$ cat config.mk
export PLATFORM = sky130hd
export DESIGN_NAME = priority_grant_ctrl
export DESIGN_NICKNAME = d
export VERILOG_FILES = /design/src/rtl/priority_grant_ctrl_pkg.sv /design/src/rtl/grant_timer.sv /design/src/rtl/priority_grant_ctrl.sv
export SDC_FILE = /design/constraint.sdc
export NUM_CORES = 1
export LEC_CHECK = 0
export ABC_AREA = 1
export ABC_CLOCK_PERIOD_IN_PS = 4550
export CAP_MARGIN = 15
export CORE_ASPECT_RATIO = 0.7
export CORE_UTILIZATION = 45
export CTS_BUF_LIST = sky130_fd_sc_hd__clkbuf_8
export DETAILED_ROUTE_END_ITERATION = 16
export GPL_TIMING_DRIVEN = 0
export PLACE_DENSITY_LB_ADDON = 0.05
export SYNTH_ARGS = -nofsm -noshare
export SYNTH_HDL_FRONTEND = slang
export SYNTH_HIERARCHICAL = 1
export SYNTH_SLANG_ARGS = --single-unit
$ cat constraint.sdc
create_clock -name clk -period 4.55 [get_ports clk]
set_input_delay 0.91 -clock clk [delete_from_list [all_inputs] [get_ports clk]]
set_output_delay 0.91 -clock clk [all_outputs]
set_load 0.02 [all_outputs]
$ cat src/rtl/priority_grant_ctrl_pkg.sv
// Shared types and constants for the priority grant controller.
//   state_e     : controller state (IDLE, GRANT, GUARD)
//   GNT_W       : width of the one-hot grant vector
//   IDX_W       : width of the encoded requester index
//   CNT_W       : width of the completed-grant counter
//   idx_to_gnt(): maps an encoded index to its one-hot grant bit (bit 3 - idx)
package priority_grant_ctrl_pkg;

    localparam int unsigned GNT_W = 4;
    localparam int unsigned IDX_W = 2;
    localparam int unsigned CNT_W = 8;

    typedef enum logic [1:0] {
        IDLE  = 2'd0,
        GRANT = 2'd1,
        GUARD = 2'd2
    } state_e;

    // Index 0 is the highest-order grant line: 0 -> 1000, 3 -> 0001.
    function automatic logic [GNT_W-1:0] idx_to_gnt(input logic [IDX_W-1:0] idx);
        logic [GNT_W-1:0] w_onehot;
        w_onehot = '0;
        w_onehot[(GNT_W-1) - int'(idx)] = 1'b1;
        return w_onehot;
    endfunction

endpackage

$ cat src/rtl/grant_timer.sv
// Cycle counter shared by the GRANT wait timer and the GUARD spacing timer.
// Ports:
//   clk       : system clock, rising edge
//   rst       : asynchronous active-high reset, clears the count
//   i_load    : restart the count from zero (state entry)
//   i_en      : advance the count by one
//   i_limit   : last count value of the current interval
//   o_expired : count has reached i_limit (this is the interval's final cycle)
module grant_timer #(
    parameter int unsigned WIDTH = 4
) (
    input  logic             clk,
    input  logic             rst,
    input  logic             i_load,
    input  logic             i_en,
    input  logic [WIDTH-1:0] i_limit,
    output logic             o_expired
);

    logic [WIDTH-1:0] r_count;

    always_ff @(posedge clk or posedge rst) begin
        if (rst) begin
            r_count <= '0;
        end else if (i_load) begin
            r_count <= '0;
        end else if (i_en) begin
            r_count <= r_count + 1'b1;
        end
    end

    assign o_expired = (r_count == i_limit);

endmodule

$ cat src/rtl/priority_grant_ctrl.sv
// Single-grant controller fed by an upstream priority encoder.
// Accepts one request in IDLE, holds a one-hot grant until ack or timeout,
// then enforces a guard gap before the next request is sampled.
// Parameters:
//   TIMEOUT_CYC : grant cycles without ack before the grant is revoked (2..255)
//   GUARD_CYC   : idle guard cycles after each grant ends (1..15)
// Ports:
//   clk         : system clock, rising edge
//   rst         : asynchronous active-high reset
//   enc_y       : encoded requester index
//   enc_valid   : enc_y is meaningful (sampled in IDLE only)
//   ack         : requester completes the current grant (used in GRANT only)
//   gnt         : one-hot grant, bit (3 - index)
//   gnt_idx     : index of the current or most recent grant
//   busy        : controller is not in IDLE
//   timeout_err : one-cycle pulse when a grant is revoked by timeout
//   done_cnt    : modulo-256 count of grants completed by ack
module priority_grant_ctrl
    import priority_grant_ctrl_pkg::*;
#(
    parameter int unsigned TIMEOUT_CYC = 8,
    parameter int unsigned GUARD_CYC   = 1
) (
    input  logic             clk,
    input  logic             rst,
    input  logic [IDX_W-1:0] enc_y,
    input  logic             enc_valid,
    input  logic             ack,
    output logic [GNT_W-1:0] gnt,
    output logic [IDX_W-1:0] gnt_idx,
    output logic             busy,
    output logic             timeout_err,
    output logic [CNT_W-1:0] done_cnt
);

    // The timer only ever needs to hold TIMEOUT_CYC-1 or GUARD_CYC-1.
    localparam int unsigned TIMER_MAX = (TIMEOUT_CYC > GUARD_CYC) ? TIMEOUT_CYC : GUARD_CYC;
    localparam int unsigned TIMER_W   = (TIMER_MAX > 1) ? $clog2(TIMER_MAX) : 1;

    localparam logic [TIMER_W-1:0] WAIT_LAST  = TIMER_W'(TIMEOUT_CYC - 1);
    localparam logic [TIMER_W-1:0] GUARD_LAST = TIMER_W'(GUARD_CYC - 1);

    state_e           r_state;
    state_e           w_state_d;
    logic [GNT_W-1:0] r_gnt;
    logic [GNT_W-1:0] w_gnt_d;
    logic [IDX_W-1:0] r_gnt_idx;
    logic [IDX_W-1:0] w_gnt_idx_d;
    logic             r_busy;
    logic             w_busy_d;
    logic             r_timeout_err;
    logic             w_timeout_err_d;
    logic [CNT_W-1:0] r_done_cnt;
    logic [CNT_W-1:0] w_done_cnt_d;

    logic               w_tmr_load;
    logic               w_tmr_en;
    logic [TIMER_W-1:0] w_tmr_limit;
    logic               w_tmr_expired;

    // Timer limit follows the current state; in IDLE the value is irrelevant.
    assign w_tmr_limit = (r_state == GUARD) ? GUARD_LAST : WAIT_LAST;

    grant_timer #(
        .WIDTH (TIMER_W)
    ) u_grant_timer (
        .clk       (clk),
        .rst       (rst),
        .i_load    (w_tmr_load),
        .i_en      (w_tmr_en),
        .i_limit   (w_tmr_limit),
        .o_expired (w_tmr_expired)
    );

    always_comb begin
        w_state_d       = r_state;
        w_gnt_d         = r_gnt;
        w_gnt_idx_d     = r_gnt_idx;
        w_timeout_err_d = 1'b0;
        w_done_cnt_d    = r_done_cnt;
        w_tmr_load      = 1'b0;
        w_tmr_en        = 1'b0;

        unique case (r_state)
            IDLE: begin
                w_gnt_d = '0;
                if (enc_valid) begin
                    w_state_d   = GRANT;
                    w_gnt_idx_d = enc_y;
                    w_gnt_d     = idx_to_gnt(enc_y);
                    w_tmr_load  = 1'b1;
                end
            end
            GRANT: begin
                // ack takes priority over a timeout landing in the same cycle.
                if (ack) begin
                    w_state_d    = GUARD;
                    w_gnt_d      = '0;
                    w_done_cnt_d = r_done_cnt + 1'b1;
                    w_tmr_load   = 1'b1;
                end else if (w_tmr_expired) begin
                    w_state_d       = GUARD;
                    w_gnt_d         = '0;
                    w_timeout_err_d = 1'b1;
                    w_tmr_load      = 1'b1;
                end else begin
                    w_tmr_en = 1'b1;
                end
            end
            GUARD: begin
                w_gnt_d = '0;
                if (w_tmr_expired) begin
                    w_state_d = IDLE;
                end else begin
                    w_tmr_en = 1'b1;
                end
            end
            default: begin
                w_state_d = IDLE;
                w_gnt_d   = '0;
            end
        endcase

        w_busy_d = (w_state_d != IDLE);
    end

    always_ff @(posedge clk or posedge rst) begin
        if (rst) begin
            r_state       <= IDLE;
            r_gnt         <= '0;
            r_gnt_idx     <= '0;
            r_busy        <= 1'b0;
            r_timeout_err <= 1'b0;
            r_done_cnt    <= '0;
        end else begin
            r_state       <= w_state_d;
            r_gnt         <= w_gnt_d;
            r_gnt_idx     <= w_gnt_idx_d;
            r_busy        <= w_busy_d;
            r_timeout_err <= w_timeout_err_d;
            r_done_cnt    <= w_done_cnt_d;
        end
    end

    assign gnt         = r_gnt;
    assign gnt_idx     = r_gnt_idx;
    assign busy        = r_busy;
    assign timeout_err = r_timeout_err;
    assign done_cnt    = r_done_cnt;

    a_gnt_onehot : assert property (@(posedge clk) disable iff (rst) $onehot0(r_gnt));
    a_gnt_only_in_grant : assert property (
        @(posedge clk) disable iff (rst) (r_gnt != '0) |-> (r_state == GRANT)
    );

endmodule

Word-level counts from Yosys, hierarchy flattened
Index checks and enable logic that the tools add are counted.
W data, S select, Z words.
{ "totals": {"reg_bits": 21, "inputBits": 6, "out_inout_bits": 16, "wordCells": 45} }
{ "classes": {"addsub": 3, "magnitude_cmp": 2, "n_eq_ne": 4, "muxes": 23, "reduce_logical": 6} }
{ "op_table": {"columns": ["cell", "count"], "rows": [
  ["$ge A32 B1 Y1 const B", 1],
  ["$lt A32 B3 Y1 const B", 1],
  ["$mux W4", 3],
  ["$mux W3", 3],
  ["$add A8 B1 Y8 const B", 1],
  ["$mux W1", 8],
  ["$mux W2", 4],
  ["$pmux W4 S2", 1],
  ["$pmux W2 S3", 1],
  ["$pmux W1 S2", 2],
  ["$reduce_and A2 Y1", 2],
  ["$reduce_bool A2 Y1", 2],
  ["$add A3 B1 Y3 const B", 1],
  ["$eq A3 B3 Y1", 1],
  ["$ne A3 B2 Y1 const B", 1],
  ["$sub A2 B2 Y3 const A", 1],
  ["$demux W1 S2", 1],
  ["$eq A2 B1 Y1 const B", 1],
  ["$eq A2 B2 Y1 const B", 1],
  ["$logic_not A2 Y1", 1],
  ["$logic_and A1 B1 Y1", 1]
]} }

Depth between registers and ports, before layout
Gate-level depths: netlist of the first run.
{ "logic_depth": {"depth_word": 8, "depth_mapped": 14, "ltp_nobuf": 14} }

Hierarchy
The synthesis of the first run kept the hierarchy.
{ "by_module_without_submodules": {"columns": ["mod", "instances", "cells_per_inst", "area_each_um2", "seq_area_each_um2"], "rows": [
  ["priority_grant_ctrl", 1, 106, 923.4, 450.4],
  ["grant_timer", 1, 24, 182.7, 75.1]
]} }

Worst setup path before layout of the first run
OpenSTA, ideal clock, no wires.
{ "synth_path": {"path_type": "reg-to-reg", "start": "register r_state[0]", "end": "register u_grant_timer.r_count[2]", "setup_time_ns": 0.119, "arrival_time_ns": 1.875, "required_ns": 4.431, "setup_slack_ns": 2.556, "path_stages_with_launch": 15, "n_path_buf": 0, "synth_period_minus_slack_ns": 1.994, "cell_sequence": "dfrtp_1 inv_1 ha_1 inv_1 inv_1 nand2_1 nand2_1 nand2_1 nor2_1 nor2_2 nand2_1 a21boi_0 nand3_1 nand2_1 nor2_1"} }
{ "synth_via": {"elab_chain_len": 7, "elab_cells_between_ends": 13, "classes_between": "eq/ne (3); mux (8); reduce/logical (2)"} }
{ "synth_lines": {"columns": ["element", "line", "source"], "rows": [
  ["from (decl)", "priority_grant_ctrl.sv:43", "state_e r_state;"],
  ["from (signal assigned)", "priority_grant_ctrl.sv:136", "r_state <= w_state_d;"],
  ["$eq A2 B2 Y1 (*)", "priority_grant_ctrl.sv:62", "assign w_tmr_limit = (r_state == GUARD) ? GUARD_LAST : WAIT_LAST;"],
  ["$mux W3 (*)", "priority_grant_ctrl.sv:62", null],
  ["via w_tmr_limit[0]", "priority_grant_ctrl.sv:58", "logic [TIMER_W-1:0] w_tmr_limit;"],
  ["$eq A3 B3 Y1 (*)", "grant_timer.sv:32", "assign o_expired = (r_count == i_limit);"],
  ["via w_tmr_expired", "priority_grant_ctrl.sv:59", "logic w_tmr_expired;"],
  ["$mux W1 (*)", "priority_grant_ctrl.sv:101, priority_grant_ctrl.sv:112", null],
  ["$mux W1", "priority_grant_ctrl.sv:96", "if (ack) begin"],
  ["$pmux W1 S2 (*)", "priority_grant_ctrl.sv:84", "unique case (r_state)"],
  ["via w_tmr_en", "priority_grant_ctrl.sv:57", "logic w_tmr_en;"],
  ["$reduce_bool A2 Y1 (no source line) (*)", null, null],
  ["to (signal assigned)", "grant_timer.sv:28", "r_count <= r_count + 1'b1;"],
  ["to (decl)", "grant_timer.sv:20", "logic [WIDTH-1:0] r_count;"]
]} }
Mark *: on every way through the listed nets, which the timed path passes. The rest lies on a longest branch.
A chain may end at the register's enable or synchronous reset.

Worst setup path in the final report of the first run
{ "layout_path": {"start": "input port ack", "end": "register u_grant_timer.r_count[2]"} }
{ "layout_via": {"elab_chain_len": 3, "elab_cells_between_ends": 6, "classes_between": "mux (5); reduce/logical (1)"} }
{ "layout_lines": {"columns": ["element", "line", "source"], "rows": [
  ["from (decl)", "priority_grant_ctrl.sv:28", "input logic ack,"],
  ["$mux W1", "priority_grant_ctrl.sv:96", null],
  ["$pmux W1 S2", "priority_grant_ctrl.sv:84", null],
  ["via w_tmr_en", "priority_grant_ctrl.sv:57", null],
  ["$reduce_bool A2 Y1 (no source line)", null, null]
]} }
The timed path passes the listed nets, and every way through them passes these cells.

==> impl_metrics.ini, run 1 <==
[setup_path]
crit_arrival_ns = 2.66
crit_path_max_fanout = 5
r2r_slack_ns = 2.11
startpoint = ack
worstRegToRegCells = 11
endpoint_kind = flip-flop
cp-start-kind = primary input
r2r-start = r_state[0]
crit_type = primary input to flip-flop
required_ns = 4.71
reg2reg_to = u_grant_timer/r_count[2]
endpoint = u_grant_timer/r_count[2]

[clocking]
post_cts_buffers = 0
cts_tree = built
h-tree-depth = 1
clk_path_buf_depth = 2
worstSkewPairLatency_ns = 0.26
cts_root_buf = clkbuf_8
numCtsBuffers = 3
cts.sinks = 21
cts_resized = 0
clk_pin_slew_ns = 0.08
cts_hold_repair.buffers = 0

[floorplanning]
initial_core_util = 0.497
ioPinCount = 22
chipHeight_um = 43.5
dieArea_um2 = 2660
coreArea_um2 = 2220
die_x_um = 61.3
rows = 14

[detailed_routing]
drt_pass1_iterations = 4
met1_length_um = 1100
via_count = 871
routed_via_density = 4.66
drcViolationCount = 0
top_layer = met4
dr.first_iter.drc_count = 26
routed_wl_um = 2160
met2WireLength_um = 946
wl_per_cell_um = 11.5
dr_wl_met3_um = 77
ant_nets = 0

[placement]
portBuffers = 21
routabilityCongestion = 0.771
dpl.hpwl_um = 1730

[sta]
clock.fmax_mhz = 400
final_hold_viol_count = 0
setup_viol = 0
finClkSkew_ns = 0.00676
worst_slew_pin_slew_ns = 0.726
rsz0062_at_grt = no
fin_setup_tns_ns = 0
max-slew-margin-rel = 0.512
finalCritPeriodShare = 0.550
fin_crit_ns = 2.50
final-max-slew-violation-count = 0

[logic_synthesis]
ys.warnings.count = 6
netlist_instances = 130
yosys-top-cells-area = dfrtp_1 48%, nand2_1 12%, ha_1 7.9%
synth_area_leader_cell = dfrtp_1
ys_seq_area_frac = 0.475
yosysTopAreaCellShare = 0.475
ys_types = 21
avgSynthCellArea_um2 = 8.51
synth-seq-cells = 21
synth_nets = 143
synth_area_um2 = 1110

[status]
status = finished, final reports clean

[cells_and_area]
num-nets-final = 169
diodes = 0
num-fill-cells = 198
layout-drive-gt1-share = 0.0710
area_growth_syn_to_layout_pct = 26.8

[run]
maxCapViolations = 0

[pwr]
p_leak_nw = 0.700
ir_drop_mv = 0.294
total_power_mw = 0.816
p_per_area_nw_per_um2 = 581

[global_route]
globalRouteOverflowTotal = 0
grt_usage = 0.205
grt_max_degree = 19
antenna_found_initial = 0
grt_pass1_vias = 926
grt_pass1_wl_um = 3900

[min_path]
hp-class = flip-flop to flip-flop
flip-flops by register name, indices dropped and copies added, names as in the netlist:
register and cells:
done_cnt 8, gnt 4, u_grant_timer/r_count 3, gnt_idx 2, r_state 2, busy 1, timeout_err 1
stage by stage:
step | worst slack (ns) | cell area, um2 | utilization | hold slack, ns | cells
floorplan | 2.56 | 1110 | - | 0.519 | 130
global placement | 1.87 | 1360 | 0.610 | 0.465 | 183
detailed placement | 1.80 | 1360 | 0.610 | 0.463 | 183
CTS | 2.08 | 1400 | 0.630 | 0.486 | 187
global route | 1.87 | 1400 | 0.630 | 0.517 | 187
finish | 2.05 | 1400 | 0.630 | 0.486 | 187
logic make-up after synthesis:
logic type,share of synthesized area
xor gates and xnor gates,0.0396
and+or+nand+nor,0.250
buffers and inverters,0.0848
adders and majority gates,0.0792
AOI/OAI and AO/OA,0.0611
DFF,0.475
muxes,0.0102
how the worst min path moves through the flow:
stage / startpoint / to / cells after the start
final: gnt_idx[0] / gnt_idx[0] / 2
after CTS: gnt_idx[0] / gnt_idx[0] / 2
after global routing: gnt_idx[0] / gnt_idx[0] / 2
after global placement: gnt_idx[0] / gnt_idx[0] / 2
after detailed placement: gnt_idx[0] / gnt_idx[0] / 2
after floorplan: u_grant_timer/r_count[2] / u_grant_timer/r_count[2] / 2
cells in the final DEF, fill, tap and decap left out:
cell type,instances
o21ai_0,8
nand3b_1,2
nor3_4,1
nand3_1,10
clkinv_2,1
dfrtp_1,21
nand2_2,1
inv_1,23
xor2_1,2
xnor2_1,3
mux2_2,1
nor2_1,6
nand3_2,1
nor2_2,1
a21boi_0,1
buf_4,1
clkdlybuf4s50_1,21
nand2_1,34
ha_1,7
or2_0,1
nor3_1,1
clkbuf_8,3
a21oi_1,4
nor2_4,1
layout make-up:
class                   instances  area [um2]  area share
flip-flops and latches         21         526       0.375
multi-input cells              85         487       0.347
repair buffers                 21         210       0.150
inverters                      23        86.3      0.0616
clock buffers                   3        41.3      0.0294
well taps                      32        40.0      0.0285
plain buffers                   1        7.51     0.00535
clock inverters                 1        5.00     0.00357
worst max-delay path, stage by stage:
cell and delay [ns]:
clkdlybuf4s50_1 0.51, nor2_2 0.21, nand2_1 0.13, a21boi_0 0.60
nand3_1 0.15, nand2_1 0.09, nor2_1 0.04
synthesized netlist by cell type:
library cell / instances
a21boi_0: 1
a21oi_1: 4
buf_4: 1
dfrtp_1: 21
ha_1: 7
inv_1: 23
mux2_2: 1
nand2_1: 34
nand2_2: 1
nand3_1: 10
nand3_2: 1
nand3b_1: 2
nor2_1: 6
nor2_2: 1
nor2_4: 1
nor3_1: 1
nor3_4: 1
o21ai_0: 8
or2_0: 1
xnor2_1: 3
xor2_1: 2
power by group:
group | internal, mW | total (mW) | leakage (nW) | switching, mW
Clock | 0.0610 | 0.121 | 0.0255 | 0.0602
Combinational | 0.171 | 0.401 | 0.406 | 0.230
Sequential | 0.243 | 0.294 | 0.268 | 0.0501
routing by layer:
layer | GRT usage | up-vias
met1 | 0.265 | 400
met2 | 0.324 | 18
met5 | 0 | -
met4 | 0.0818 | 0
met3 | 0.0597 | 5
li1 | - | 448
No activity file was read; power rests on OpenSTA's default activity.
==> run 2, diff against run 1 <==
--- a/config.mk
+++ b/config.mk
@@ -6,7 +6,7 @@
 export NUM_CORES = 1
 export LEC_CHECK = 0
 export ABC_AREA = 1
-export ABC_CLOCK_PERIOD_IN_PS = 4550
+export ABC_CLOCK_PERIOD_IN_PS = 2330
 export CAP_MARGIN = 15
 export CORE_ASPECT_RATIO = 0.7
 export CORE_UTILIZATION = 45
==> constraint.sdc (replaced) <==
create_clock -name clk -period 2.33 [get_ports clk]
set_input_delay 0.466 -clock clk [delete_from_list [all_inputs] [get_ports clk]]
set_output_delay 0.466 -clock clk [all_outputs]
set_load 0.02 [all_outputs]
==> run 2 against run 1 <==
Sequential share of layout area is 0.10 points lower. Critical path depth is 4 higher. Die area stayed put. Utilization is 0.17 points higher. Final cell count stayed put. Clock-buffer cell count stayed put. Clock power is 96% higher. Flip-flop and latch count stayed put.
==> impl_metrics.ini, run 2 (same netlist as run 1, synthesis figures left out) <==
[status]
status = finished, final reports clean

[sta]
clock.fmax_mhz = 477
setup_viol = 0
fin_setup_tns_ns = 0
final_hold_viol_count = 0
fin_crit_ns = 2.09
final-max-slew-violation-count = 0
finClkSkew_ns = 0.00674
finalCritPeriodShare = 0.899
worst_slew_pin_slew_ns = 0.681
max-slew-margin-rel = 0.545
rsz0062_at_grt = no

[clocking]
h-tree-depth = 1
numCtsBuffers = 3
worstSkewPairLatency_ns = 0.26
cts_root_buf = clkbuf_8
clk_path_buf_depth = 2
cts.sinks = 21
post_cts_buffers = 0
cts_tree = built
clk_pin_slew_ns = 0.08

[detailed_routing]
via_count = 887
met1_length_um = 1090
routed_via_density = 4.74
routed_wl_um = 2180
top_layer = met4
wl_per_cell_um = 11.7
drt_pass1_iterations = 4
met2WireLength_um = 971
drcViolationCount = 0
dr.first_iter.drc_count = 30
dr_wl_met3_um = 91
ant_nets = 0

[floorplanning]
dieArea_um2 = 2660
initial_core_util = 0.497
chipHeight_um = 43.5
rows = 14
ioPinCount = 22
die_x_um = 61.3
coreArea_um2 = 2220

[pwr]
p_per_area_nw_per_um2 = 1140
p_leak_nw = 0.700
ir_drop_mv = 0.550

[global_route]
grt_pass1_vias = 926
antenna_found_initial = 0
globalRouteOverflowTotal = 0
grt_usage = 0.205
grt_max_degree = 19
grt_pass1_wl_um = 3900

[setup_path]
cp-start-kind = flip-flop
endpoint_kind = flip-flop
worstRegToRegCells = 11
crit_path_max_fanout = 5
crit_arrival_ns = 2.25
r2r-start = r_state[0]
required_ns = 2.49
crit_type = flip-flop to flip-flop
reg2reg_to = u_grant_timer/r_count[2]
r2r_slack_ns = 0.24

[cells_and_area]
diodes = 0
final_common_cell = nand2_1
mostFrequentLayoutCells = 34 x nand2_1, 23 x inv_1, 21 x dfrtp_1, 21 x clkdlybuf4s50_1, 10 x nand3_1
finish.utilization = 0.632
largest_register_ffs = 8
num-nets-final = 169
layout-drive-gt1-share = 0.0774
area_growth_syn_to_layout_pct = 27.1

[placement]
routabilityCongestion = 0.771
portBuffers = 21
dpl.hpwl_um = 1730

[run]
maxCapViolations = 0

[min_path]
hp-class = primary input to async pin
[run 2: cell types whose count changed in the layout (fill, tap and decap cells not counted)]
cell,previous run,this run
a21boi_0,1,0
a21boi_2,0,1
[run 2: where the power goes]
group	internal, mW	total, mW	switching, mW
combinational	0.339	0.793	0.455
sequential	0.475	0.573	0.0972
clock	0.119	0.237	0.118
total	0.933	1.60	0.669
[run 2: worst max path at each step]
stage	startpoint	to	cells past startpoint
global route	r_state[0]	u_grant_timer/r_count[1]	13
floorplan	r_state[0]	u_grant_timer/r_count[2]	14
CTS	r_state[0]	u_grant_timer/r_count[2]	11
global placement	r_state[0]	u_grant_timer/r_count[2]	14
detailed placement	r_state[0]	u_grant_timer/r_count[2]	11
finish	r_state[0]	u_grant_timer/r_count[2]	11
[run 2: layout make-up]
type	instances	area [um2]
sequential	21	526
fill	198	818
tap	32	40.0
multi-input combinational	85	490
clock inverter	1	5.00
clock buffer	3	41.3
inverter	23	86.3
buffer	1	7.51
timing repair buffer	21	210
[run 2: routing by layer]
layer,track usage,up-vias
met5,0,-
met4,0.0818,0
met3,0.0597,5
met2,0.324,24
met1,0.265,411
li1,-,447
[run 2: stage by stage]
stage	setup slack (ns)	hold slack [ns]	instances	area, um2	total power, mW
3_3_place_gp	0.0455	0.465	183	1360	1.32
2_1_floorplan	0.336	0.220	130	1110	1.08
4_1_cts	0.119	0.394	187	1400	1.61
5_1_grt	0.0156	0.408	187	1410	1.74
6_report	0.236	0.393	187	1410	1.60
3_5_place_dp	-0.0692	0.463	183	1360	1.37
[run 2: critical path, stage by stage (launching register included)]
cell and delay (ns):
dfrtp_1 0.39, inv_1 0.10, ha_1 0.23, inv_1 0.14, xor2_1 0.18, nor2_1 0.10
nor2_2 0.20, nand2_1 0.15, a21boi_2 0.29, nand3_1 0.12, nand2_1 0.07, nor2_1 0.03
[run 2: timing repair]
item                                    in CTS  in global routing
pin swaps                                    0                  0
hold buffers                                 0                  0
endpoints found under the setup margin       3                  3
gates resized for setup                      1                  1
==> run 3, diff against run 2 <==
--- a/config.mk
+++ b/config.mk
@@ -7,8 +7,9 @@
 export LEC_CHECK = 0
 export ABC_AREA = 1
 export ABC_CLOCK_PERIOD_IN_PS = 2330
-export CAP_MARGIN = 15
+export CAP_MARGIN = 25
 export CORE_ASPECT_RATIO = 0.7
+export CORE_MARGIN = 3
 export CORE_UTILIZATION = 45
 export CTS_BUF_LIST = sky130_fd_sc_hd__clkbuf_8
 export DETAILED_ROUTE_END_ITERATION = 16
==> run 3 against run 2 <==
Via count down 3.8%. Combinational power down 2%. First-iteration DRC count up 60%. Sequential power down 0.7%. Clock power about the same. Worst hold slack worse by 0.0069 ns. Flip-flop and latch count unchanged. Global-route usage down 4.3 points. Die area up 16%. Final area unchanged. Largest power group unchanged.
==> impl_metrics.ini, run 3 (same netlist as run 1, synthesis figures left out) <==
[setup_path]
worstPathCellList = inv_1 -> ha_1 -> inv_1 -> inv_1 -> nand2_1 -> nand2_1 -> nand2_1 -> nor2_1 -> nor2_2 -> nand2_1 -> a21boi_2 -> o21ai_0 -> a21oi_1
critPathTopFamily = simple AND/OR/NAND/NOR gates
required_ns = 2.52
endpoint_kind = flip-flop
cp-start-kind = flip-flop
crit_path_top_delay_cell = dfrtp_1
crit_arrival_ns = 2.23
crit_path_max_fanout = 5
worst-path-buf-inv = 3
crit_type = flip-flop to flip-flop
crit_path_max_incr_delay_ns = 0.37
cpMostUsedCell = nand2_1

[sta]
finalCritPeriodShare = 0.873
fin_crit_ns = 2.03
setup_viol = 0
finClkSkew_ns = 0.00780
clock.fmax_mhz = 491
worst_slew_pin_slew_ns = 0.667
fin_setup_tns_ns = 0
max-slew-margin-rel = 0.555
final-max-slew-violation-count = 0
final_hold_viol_count = 0
rsz0062_at_grt = no

[detailed_routing]
via_count = 853
dr.first_iter.drc_count = 48
routed_via_density = 4.56
drt_pass1_iterations = 4
drcViolationCount = 0
ant_nets = 0
wl_per_cell_um = 11.6
routed_wl_um = 2160

[cells_and_area]
mostFrequentLayoutCells = 34 x nand2_1, 23 x inv_1, 21 x dfrtp_1, 21 x clkdlybuf4s50_1, 10 x nand3_1
layout-drive-gt1-share = 0.0774
diodes = 0
postLayoutCellArea_um2 = 1410
final-seq-area_um2 = 526
multiInputGateArea_um2 = 490
final_common_cell = nand2_1
area_growth_syn_to_layout_pct = 27.1
num-fill-cells = 212
num-nets-final = 169
fin_cells = 187
largest_register_ffs = 8

[clocking]
worstSkewPairLatency_ns = 0.26
cts_root_buf = clkbuf_8
post_cts_buffers = 0
h-tree-depth = 1
numCtsBuffers = 3
cts_hold_repair.buffers = 0
cts.sinks = 21
cts_tree = built
clk_pin_slew_ns = 0.08
clk_path_buf_depth = 2
cts_resized = 0

[pwr]
netSwitchingFraction = 0.414
p_clk_frac = 0.150
p_switching_mw = 0.658
internal_power_mw = 0.930
ir_drop_mv = 0.708
p_per_area_nw_per_um2 = 1130
p_leak_nw = 0.700
comb_power_share = 0.491
seqPwrFrac = 0.358
total_power_mw = 1.59

[min_path]
hp-class = primary input to async pin

[placement]
placedInstanceArea_um2 = 1360
portBuffers = 21
dpl.hpwl_um = 1700
routabilityCongestion = 0.765
dp.cells = 183

[floorplanning]
dieArea_um2 = 3100
die_x_um = 65.3
initial_core_util = 0.493
coreArea_um2 = 2240
rows = 14
chipHeight_um = 47.5
ioPinCount = 22

[status]
status = finished, final reports clean

[global_route]
grt_pass1_wl_um = 3690
grt_usage = 0.162
grt_max_degree = 19
antenna_found_initial = 0
globalRouteOverflowTotal = 0
grt_pass1_vias = 825

[run]
maxCapViolations = 0
[run 3: cell counts in the layout (fill, tap and decap cells not counted)]
No cell type changed its count.
[run 3: worst reg2reg max path: cells and delay by family (launching register included)]
kind	cells	cell delay, ns
and+or+nand+nor	6	0.58
AOI/OAI and AO/OA	3	0.51
DFF	1	0.37
buffers and inverters	3	0.27
adders and majority gates	1	0.22
[run 3: power by group through the flow]
stage	combinational (mW)	sequential, mW	clock (mW)
after CTS	0.782	0.570	0.249
final	0.780	0.569	0.239
after global routing	0.882	0.585	0.261
after global placement	0.758	0.569	0
after floorplan	0.410	0.665	0
after detailed placement	0.779	0.575	0
[run 3: worst paths after layout]
| check | depth (start not counted) | endpoint | start | slack (ns) |
|---|---|---|---|---|
| max | 13 | u_grant_timer/r_count[1] | r_state[0] | 0.30 |
| min in group clk | 2 | gnt_idx[0] | gnt_idx[0] | 0.48 |
| min reg2reg | 2 | gnt_idx[0] | gnt_idx[0] | 0.48 |
| max in group asynchronous | 2 | busy | rst | 1.27 |
| max reg2reg | 13 | u_grant_timer/r_count[1] | r_state[0] | 0.30 |
| min | 2 | u_grant_timer/r_count[2] | rst | 0.39 |
[run 3: through the flow]
step / hold slack (ns) / setup WS [ns] / utilization
after floorplan: 0.220 / 0.336 / -
after global placement: 0.465 / 0.0504 / 0.605
after detailed placement: 0.463 / 0.0354 / 0.605
after CTS: 0.386 / 0.0138 / 0.626
after global routing: 0.423 / 0.0307 / 0.627
final: 0.386 / 0.295 / 0.627
[run 3: cell type report]
| cell class | count | share of cell area |
|---|---|---|
| Multi-Input combinational cell | 85 | 0.349 |
| Inverter | 23 | 0.0614 |
| Buffer | 1 | 0.00534 |
| Sequential cell | 21 | 0.374 |
| Clock buffer | 3 | 0.0294 |
| Timing Repair Buffer | 21 | 0.149 |
| Clock inverter | 1 | 0.00356 |
| Tap cell | 32 | 0.0285 |
[run 3: metal layers]
layer | share of wire | GRT usage | vias up | wire (um)
li1 | - | - | 453 | -
met1 | 0.49 | 0.214 | 376 | 1060
met2 | 0.43 | 0.245 | 20 | 920
met3 | 0.068 | 0.0610 | 4 | 148
met4 | 0.013 | 0.0620 | 0 | 29
met5 | 0 | 0 | - | 0
